[src/rtl/alu_operand_collector.sv]
// rtl/alu_operand_collector.sv - assembles head/A/B flit packets into ALU operands
module alu_operand_collector #(
  parameter int WIDTH  = 32,
  parameter int FLIT_W = 8
) (
  input  logic              clk,
  input  logic              rst_n,
  input  logic [FLIT_W-1:0] flit_in,
  input  logic              flit_valid,
  input  logic              flit_head,
  output logic              flit_ready,
  output logic [WIDTH-1:0]  src_a,
  output logic [WIDTH-1:0]  src_b,
  output logic [1:0]        ALU_Control,
  output logic              op_valid,
  input  logic              op_ready,
  output logic              frame_err
);

  localparam int NFLITS = WIDTH / FLIT_W;
  localparam int IDX_W  = (NFLITS > 1) ? $clog2(NFLITS) : 1;
  localparam logic [IDX_W-1:0] LAST_IDX = IDX_W'(NFLITS - 1);

  // Operands must split into whole flits and the head must carry a 2-bit opcode
  generate
    if (((WIDTH % FLIT_W) != 0) || (FLIT_W < 2)) begin : g_bad_params
      $error("alu_operand_collector: WIDTH must be a multiple of FLIT_W and FLIT_W >= 2");
    end
  endgenerate

  typedef enum logic [1:0] {IDLE, LOAD_A, LOAD_B, ISSUE} state_t;

  state_t           state_q, state_d;
  logic [IDX_W-1:0] idx_q, idx_d;
  logic             xfer;
  logic             err_d;
  logic             load_op;
  logic             wr_a;
  logic             wr_b;

  // Handshake outputs are pure decodes of the state register
  assign flit_ready = (state_q != ISSUE);
  assign op_valid   = (state_q == ISSUE);
  assign xfer       = flit_valid & flit_ready;

  // State register
  always_ff @(posedge clk or negedge rst_n) begin
    if (!rst_n) begin
      state_q <= IDLE;
    end else begin
      state_q <= state_d;
    end
  end

  // Next-state, flit index and datapath strobes; a head mid-packet restarts assembly
  always_comb begin
    state_d = state_q;
    idx_d   = idx_q;
    err_d   = 1'b0;
    load_op = 1'b0;
    wr_a    = 1'b0;
    wr_b    = 1'b0;
    case (state_q)
      IDLE: begin
        if (xfer) begin
          if (flit_head) begin
            load_op = 1'b1;
            idx_d   = '0;
            state_d = LOAD_A;
          end else begin
            err_d = 1'b1;
          end
        end
      end
      LOAD_A, LOAD_B: begin
        if (xfer) begin
          if (flit_head) begin
            err_d   = 1'b1;
            load_op = 1'b1;
            idx_d   = '0;
            state_d = LOAD_A;
          end else begin
            wr_a = (state_q == LOAD_A);
            wr_b = (state_q == LOAD_B);
            if (idx_q == LAST_IDX) begin
              idx_d   = '0;
              state_d = (state_q == LOAD_A) ? LOAD_B : ISSUE;
            end else begin
              idx_d = idx_q + 1'b1;
            end
          end
        end
      end
      ISSUE: begin
        if (op_ready) begin
          state_d = IDLE;
        end
      end
      default: state_d = IDLE;
    endcase
  end

  // Operand/opcode registers, flit index and registered error pulse
  always_ff @(posedge clk or negedge rst_n) begin
    if (!rst_n) begin
      idx_q       <= '0;
      src_a       <= '0;
      src_b       <= '0;
      ALU_Control <= 2'b00;
      frame_err   <= 1'b0;
    end else begin
      idx_q     <= idx_d;
      frame_err <= err_d;
      if (load_op) begin
        ALU_Control <= flit_in[1:0];
      end
      if (wr_a) begin
        src_a[idx_q*FLIT_W +: FLIT_W] <= flit_in;
      end
      if (wr_b) begin
        src_b[idx_q*FLIT_W +: FLIT_W] <= flit_in;
      end
    end
  end

endmodule
[config.mk]
export PLATFORM = sky130hd
export DESIGN_NAME = alu_operand_collector
export DESIGN_NICKNAME = d
export VERILOG_FILES = /design/src/rtl/alu_operand_collector.sv
export SDC_FILE = /design/constraint.sdc
export NUM_CORES = 1
export LEC_CHECK = 0
export CAP_MARGIN = 20
export CORE_ASPECT_RATIO = 1.2
export CORE_MARGIN = 1
export CORE_UTILIZATION = 48
export DETAILED_ROUTE_END_ITERATION = 7
export PLACE_DENSITY = 0.86
export REMOVE_ABC_BUFFERS = 1
export SYNTH_ARGS = -nofsm -noshare
export SYNTH_HDL_FRONTEND = slang
export SYNTH_SLANG_ARGS = --single-unit
[constraint.sdc]
create_clock -name clk -period 2.4 [get_ports clk]
set_input_delay 0.72 -clock clk [delete_from_list [all_inputs] [get_ports clk]]
set_output_delay 0.72 -clock clk [all_outputs]
set_load 0.02 [all_outputs]
==> flow_metrics.py <==
metrics = {
    "status": {
        "status": "completed",
    },
    "grt": {
        "gr-total-overflow": 0,
        "grt.total_usage": 0.239,
        "grt_pass1_wl_um": 11700,
        "first_global_vias": 2338,
        "antenna_found_initial": 0,
        "grt_max_degree": 72,
    },
    "placement": {
        "dp.cells": 434,
        "place_area_um2": 3900,
        "gp_congestion": 0.843,
        "dp_slack_ns": 0.0454,
        "portBuffers": 81,
        "hpwl_um": 5160,
    },
    "clock_tree": {
        "htreeDepth": 3,
        "cts_sinks": 71,
        "postCtsSetupBuffers": 0,
        "numCtsBuffers": 9,
        "cts.clk_slew.worst_paths_ns": 0.07,
        "cts_tree": "done",
        "cts_root_buf": "clkbuf_8",
        "clockBufferDepth": 2,
        "clk_latency_ns": 0.34,
    },
    "die": {
        "dieArea_um2": 6530,
        "dieHeight_um": 88.3,
        "die_x_um": 73.9,
        "io-pin-count": 82,
        "start_util": 0.496,
        "rows": 31,
        "core_area_um2": 6010,
    },
    "detailed_routing": {
        "drt_iter0_markers": 122,
        "first_pass_iters": 4,
        "wl_met1_um": 3100,
        "dr_wl_met2_um": 3660,
        "met3WireLength_um": 304,
        "routed.top_layer": "met4",
        "ant_nets": 0,
        "postRouteWirelength_um": 7210,
        "post_drt_wl_per_cell_um": 16.0,
        "viasPerCell": 5.34,
        "drc": 0,
        "vias": 2404,
    },
    "worst_setup_path": {
        "r2r_slack_ns": 0.30,
        "arrival_ns": 1.48,
        "cp-start-kind": "flop",
        "r2r_start": "idx_q[0]",
        "critPathKind": "reg2out",
        "required_ns": 1.68,
        "crit_path_end_kind": "output pin",
        "crit_start": "state_q[1]",
        "cp_max_fo": 5,
    },
    "cells_and_area": {
        "drive_gt1_frac": 0.106,
        "finalInstanceArea_um2": 4120,
        "instances_no_fill": 450,
        "layout_common_cells": "78 x clkdlybuf4s50_1, 71 x dfrtp_1, 71 x nand2_1",
        "finalNetCount": 386,
        "num_antenna_cells": 0,
        "syn2layout_area_growth_pct": 38.3,
        "final_common_cell": "clkdlybuf4s50_1",
        "final_util": 0.685,
    },
    "sta": {
        "maxSlewViolCount": 0,
        "hold_viol": 0,
        "final-setup-viol-count": 0,
        "tns_ns": 0,
        "tightest_slew_ns": 0.514,
        "period_needed_ns": 2.20,
        "skew_ns": 0.00737,
        "max_slew_margin": 0.655,
        "max_clock_freq_ghz": 0.454,
        "final.period_utilization": 0.917,
        "rsz0062_at_grt": "false",
        "final.setup.worst_slack_ns": 0.200,
    },
    "synth": {
        "synth_top_cell_by_area": "dfrtp_1",
        "synthDistinctLibCells": 34,
        "synth_area_leaders": "dfrtp_1 60%, nand2_1 8.9%, o21ai_1 6.9%, a22o_1 4.7%, ha_1 4.2%",
        "syn_avg_cell_area_um2": 10.9,
        "ys_ff_latch": 71,
        "yosysWarnings": 0,
        "syn_inst": 273,
        "syn_area_um2": 2980,
        "yosysSeqAreaShare": 0.596,
        "synth_top_area_frac": 0.596,
    },
    "hold_path": {
        "hp-class": "in2async",
    },
    "power": {
        "powerDensity_nw_per_um2": 746,
        "ir_drop_uv": 578,
        "p_leak_uw": 0.00172,
    },
    "run": {
        "maxCapViolCount": 0,
    },
}
==> layout make-up <==
type | count | area, um2
multi-input cells | 188 | 1140
clock inverters | 4 | 51.3
inverters | 6 | 22.5
repair buffers | 87 | 861
well taps | 82 | 103
clock buffers | 12 | 165
flip-flops and latches | 71 | 1780
fillers | 439 | 1890
==> flip-flops by register name, indices dropped and copies added, names as in the netlist <==
| register | flops |
|---|---|
| src_b | 32 |
| src_a | 32 |
| state_q | 2 |
| ALU_Control | 2 |
| idx_q | 2 |
| frame_err | 1 |
==> report_power, final <==
part	leakage [uW]	internal (uW)	switching (uW)
registers	0.000975	1280	67.6
logic	0.000635	289	430
clock network	0.000109	567	442
total	0.00172	2130	939
==> routing by layer <==
layer / vias to the layer above / global-route usage
met4: 0 / 0.0997
met5: - / 0
met1: 1175 / 0.311
met3: 13 / 0.0581
li1: 1147 / -
met2: 69 / 0.383
==> synth_stat cells (all sizes together) <==
| master | n |
|---|---|
| buf | 6 |
| nor4 | 3 |
| a21o | 1 |
| nand2 | 71 |
| a22o | 16 |
| o22ai | 2 |
| a221oi | 1 |
| nand3 | 7 |
| o32ai | 1 |
| nor2 | 2 |
| nand4 | 3 |
| and2 | 1 |
| nor3 | 2 |
| or3 | 2 |
| nor2b | 2 |
| clkbuf | 2 |
| mux2i | 1 |
| mux2 | 4 |
| o21ai | 48 |
| nor3b | 2 |
| dfrtp | 71 |
| ha | 10 |
| inv | 6 |
| or4 | 1 |
| a21oi | 4 |
| and4bb | 1 |
| nand2b | 3 |
==> worst max-delay path, cell delays in order (launching register included) <==
cell and delay, ns:
dfrtp_1 0.44, ha_1 0.26, inv_1 0.11, dlygate4sd2_1 0.34
==> through the flow <==
stage	total power, uW	hold slack [ns]
after floorplan	1800	0.424
after global placement	2060	0.466
after detailed placement	2080	0.472
after CTS	3080	0.404
after global routing	3200	0.417
final	3070	0.389
==> worst paths after layout <==
path	to	depth (start not counted)
max in group asynchronous	src_a[18]	2
min reg2reg	src_a[19]	2
max reg2reg	src_a[17]	6
max	flit_ready	3
min in group clk	src_a[19]	2
min	src_b[15]	2
==> kinds of logic (layout without fill, tap and decap cells) <==
| logic type | Yosys count | after routing | share of synthesized area |
|---|---|---|---|
| AO/OA/AOI/OAI | 73 | 73 | 0.147 |
| adder cells (fa/ha/maj) | 10 | 10 | 0.0420 |
| buffers and inverters | 14 | 109 | 0.0214 |
| flip-flops | 71 | 71 | 0.596 |
| multiplexers | 5 | 5 | 0.0185 |
| AND/OR/NAND/NOR | 100 | 100 | 0.174 |
==> repair_timing <==
action,in CTS,in global routing
hold buffers,0,0
setup endpoints to repair,2,0
gates resized for setup,3,0
Note: power is estimated with default switching activity, not from simulation.
